[src/rtl/prio_enc_pkg.sv]
// Shared constants and helpers for the clocked 148-style priority encoder.
// Provides trigger-mode codes and the index-width helper.
package prio_enc_pkg;

  localparam int MODE_LEVEL = 0;
  localparam int MODE_EDGE  = 1;

  function automatic int idx_w(input int n);
    return $clog2(n);
  endfunction

endpackage

[src/rtl/prio_pick.sv]
// Combinational highest-set-bit finder.
// Ports: i_req request vector, o_idx highest set index, o_any any bit set.
module prio_pick #(
  parameter int N = 8,
  parameter int W = 3
) (
  input  logic [N-1:0] i_req,
  output logic [W-1:0] o_idx,
  output logic         o_any
);

  // Ascending scan: the last hit is the highest index.
  always_comb begin
    o_idx = '0;
    for (int i = 0; i < N; i++) begin
      if (i_req[i]) o_idx = W'(i);
    end
  end

  assign o_any = |i_req;

endmodule

[src/rtl/prio_irq_enc.sv]
// Clocked 8-to-3 style priority interrupt encoder with valid/ready output.
// Ports: clk/rst, ei_n, in_n, mask, irq_valid/ready/idx, pending, out_n, gs_n, eo_n.
module prio_irq_enc
  import prio_enc_pkg::*;
#(
  parameter int N_IN      = 8,
  parameter int IDX_W     = idx_w(N_IN),
  parameter int EDGE_MODE = MODE_LEVEL
) (
  input  logic             clk,
  input  logic             rst,
  input  logic             ei_n,
  input  logic [N_IN-1:0]  in_n,
  input  logic [N_IN-1:0]  mask,
  output logic             irq_valid,
  input  logic             irq_ready,
  output logic [IDX_W-1:0] irq_idx,
  output logic [N_IN-1:0]  pending,
  output logic [IDX_W-1:0] out_n,
  output logic             gs_n,
  output logic             eo_n
);

  logic [N_IN-1:0]  r_in_q;
  logic [N_IN-1:0]  r_pending;
  logic             r_valid;
  logic [IDX_W-1:0] r_idx;

  logic [N_IN-1:0]  w_set;
  logic [N_IN-1:0]  w_clr;
  logic [N_IN-1:0]  w_cand;
  logic [IDX_W-1:0] w_win;
  logic             w_any;
  logic             w_accept;
  logic             w_load;
  logic             w_on;

  assign w_accept = r_valid & irq_ready;
  assign w_load   = ~ei_n & (~r_valid | w_accept);
  assign w_on     = r_valid & ~ei_n;

  assign w_set = (EDGE_MODE == MODE_EDGE) ?
                 (r_in_q & ~in_n) : ~in_n;

  always_comb begin
    w_clr = '0;
    for (int i = 0; i < N_IN; i++) begin
      w_clr[i] = w_accept & (r_idx == IDX_W'(i));
    end
  end

  // The line being accepted cannot win again this cycle.
  assign w_cand = r_pending & ~mask & ~w_clr;

  prio_pick #(
    .N (N_IN),
    .W (IDX_W)
  ) u_pick (
    .i_req (w_cand),
    .o_idx (w_win),
    .o_any (w_any)
  );

  always_ff @(posedge clk) begin
    if (rst) begin
      r_in_q    <= '1;
      r_pending <= '0;
      r_valid   <= 1'b0;
      r_idx     <= '0;
    end else begin
      r_in_q    <= in_n;
      // Set has priority over the accept clear.
      r_pending <= w_set | (r_pending & ~w_clr);
      if (w_load) begin
        r_valid <= w_any;
        if (w_any) r_idx <= w_win;
      end else if (w_accept) begin
        r_valid <= 1'b0;
      end
    end
  end

  assign irq_valid = r_valid;
  assign irq_idx   = r_idx;
  assign pending   = r_pending;

  assign out_n = w_on ? ~r_idx : '1;
  assign gs_n  = ~w_on;
  assign eo_n  = ~(~ei_n & ~r_valid &
                   ~|(r_pending & ~mask));

endmodule

[config.mk]
export PLATFORM = sky130hd
export DESIGN_NAME = prio_irq_enc
export DESIGN_NICKNAME = d
export VERILOG_FILES = /design/src/rtl/prio_enc_pkg.sv /design/src/rtl/prio_pick.sv /design/src/rtl/prio_irq_enc.sv
export SDC_FILE = /design/constraint.sdc
export NUM_CORES = 1
export LEC_CHECK = 0
export CAP_MARGIN = 5
export CORE_MARGIN = 10
export CORE_UTILIZATION = 39
export DETAILED_ROUTE_END_ITERATION = 12
export HOLD_SLACK_MARGIN = 0.02
export PLACE_DENSITY = 0.79
export SYNTH_ARGS = -nofsm -noshare
export SYNTH_HDL_FRONTEND = slang
export SYNTH_SLANG_ARGS = --single-unit
[constraint.sdc]
create_clock -name clk -period 2.25 [get_ports clk]
set_input_delay 0.225 -clock clk [delete_from_list [all_inputs] [get_ports clk]]
set_output_delay 0.225 -clock clk [all_outputs]
set_load 0.005 [all_outputs]
==> qor.yml <==
status: "complete, no violations"
fin_crit_sh_pct: 90.47
ioPinCount: 37
drt_wl_total_mm: 2.417
antenna_found_initial: 0
crit_type: "in -> out"
cts_tree: "done"
fp.dieW_microns: 63.36
fin_crit_ps: 2035
fmax_mhz: 491.3
holdCritPathClass: "in -> reg"
p_leak_uw: 0.0004438
firstDrtPassIters: 5
wl_per_cell_microns: 15.39
antenna_left: 0
worstSkewPairLatency_ps: 280
viasPerCell: 5.382
setup_tns_ps: 0
dp_hpwl_mm: 1.890
root_buffer: "clkbuf_4"
worstPathArrival_ps: 1810
drv_cap: 0
final_hold_viol_count: 0
crit_path_max_fanout: 5
seq_area_frac_synth_pct: 32.76
htree_levels: 1
drc: 0
synth.distinct_cells: 36
synth_fp_nets: 109
grt_usage_pct: 12.41
holdBufCountCts: 0
power.share.clock_pct: 24.1
area_growth_pct: 61.43
synthesis.area_sq_um: 733.2
clkSinkCount: 12
seq_power_share_pct: 44.0
diodes: 0
relSlewSlack_pct: 63.88
setup_viol: 0
comb_power_share_pct: 31.9
p_switching_uw: 168.4
die_h_microns: 63.36
p_int_uw: 401.8
end_kind: "output pin"
grt_pass1_wl_mm: 4.064
worstHoldStart: "in_n[3]"
rr_endpoint: "irq_idx[1]$_SDFFE_PP0P_"
min_to: "pending[3]$_SDFF_PP0_"
layout-drive-gt1-share_pct: 11.36
skew_ps: 2.998
grt_overflow_total: 0
cts_resized: 0
ys_seq_elements: 12
yosysWarningCount: 0
placed_cell_area_sq_um: 1155
first_iter_violations: 27
initial_core_util_pct: 41.56
worstPathRequired_ps: 2030
core_sq_um: 1764
ff2ff_setup_slack_ps: 280
start_kind: "input pin"
final_cell_mix: "clkdlybuf4s50_1, a21oi_1, dfxtp_1"
path_clk_slew_ps: 80
cts_buffers: 3
fillers: 161
port_buffers: 36
sw_frac_of_total_pct: 29.53
grt_pass1_vias: 827
final_net_count: 154
rsz0062_at_grt: "no"
post_cts_buffers: 0
fp-row-count: 15
worstReg2RegStart: "irq_valid$_SDFFE_PP0P_"
tightest_slew_ps: 540.1
final_cell_area_sq_um: 1184
reg2reg_depth: 5
drv_slew: 0
dieArea_sq_um: 4014
layout_commonest_cell: "clkdlybuf4s50_1"
power.density_nw_per_um2: 481.7
hold_slack_ps: 482.2
grt_max_degree: 15
ir_drop_mv: 0.3185
vias: 845
hold_depth: 2
routabilityCongestion: 0.8380
synthesis.instances: 89
avgSynthCellArea_sq_um: 8.238
clk_path_buf_depth: 2
## stage by stage
stage	utilization [%]	setup WS (ps)	std cells	power [uW]
2_1_floorplan	-	489.3	89	332.3
3_3_place_gp	65.46	85.40	154	433.6
3_5_place_dp	65.46	2.354	154	435.3
4_1_cts	66.74	203.4	157	571.3
5_1_grt	67.09	54.64	157	601.5
6_report	67.09	214.5	157	570.2
## Yosys cell counts (all sizes together)
library cell / n / area [sq um]
and4bb: 1 / 12.51
o41ai: 1 / 8.760
nor2: 3 / 11.26
o211ai: 1 / 7.510
buf: 1 / 11.26
and3: 1 / 6.260
o21ai: 11 / 58.81
a41o: 1 / 10.01
nor3: 1 / 5.000
or2b: 1 / 7.510
o221ai: 1 / 8.760
a31o: 1 / 8.760
a311o: 1 / 10.01
or2: 1 / 6.260
mux2: 1 / 11.26
o31ai: 3 / 27.52
or3: 1 / 6.260
inv: 3 / 11.26
nand2b: 5 / 31.28
nand3: 3 / 15.01
nand4b: 1 / 8.760
o2111ai: 1 / 8.760
a21oi: 12 / 60.06
clkbuf: 1 / 3.750
nor4: 1 / 6.260
dfxtp: 12 / 240.2
nor2b: 8 / 50.05
nand3b: 3 / 35.03
o21a: 3 / 23.77
nand2: 5 / 21.27
## worst max-delay path: stages
cell and delay [ps]:
clkdlybuf4s50_1 440, nand2b_1 180, nand3b_1 120, nor4_2 240
nand4b_1 130, clkdlybuf4s50_1 470
## worst max-delay path by stage
stage                                 start                       to  cells past startpoint
detailed placement                irq_ready  irq_idx[1]$_SDFFE_PP0P_                      6
CTS                                 mask[6]                     eo_n                      6
global route                        mask[6]                     eo_n                      6
floorplan           irq_idx[0]$_SDFFE_PP0P_  irq_idx[1]$_SDFFE_PP0P_                      6
global placement                  irq_ready  irq_idx[1]$_SDFFE_PP0P_                      6
finish                              mask[6]                     eo_n                      6
## flip-flops by register name, indices dropped and copies added, names as in the netlist
register / count
pending: 8
irq_idx: 3
irq_valid: 1
## cell type report
cell class | count | area [sq um] | area share (%)
sequential | 12 | 240.2 | 20.30
clock buffer | 3 | 22.52 | 1.903
multi-input combinational | 72 | 473.0 | 39.96
inverter | 3 | 11.26 | 0.9514
timing repair buffer | 42 | 405.4 | 34.25
tap | 25 | 31.28 | 2.643
## power groups by stage
stage               Combinational (uW)  Clock, uW  Sequential [uW]
finish                             182        137              251
global route                       198        149              255
CTS                                181        139              251
detailed placement                 180          0              255
global placement                   179          0              255
floorplan                         81.1          0              251
## cell families after synthesis
kind of cell	count (synthesis)	share of synthesized area, %
simple gates	35	30.38
mux	1	1.536
buf+inv	5	3.583
flops	12	32.76
compound gates	36	31.74
## layer usage
layer	share of wire (%)	global-route usage, %	vias up
met5	0	0	-
li1	-	-	419
met4	1.8	6.557	0
met3	6.9	4.947	4
met1	47	15.54	394
met2	44	17.59	28
No activity file was read; power rests on OpenSTA's default activity.
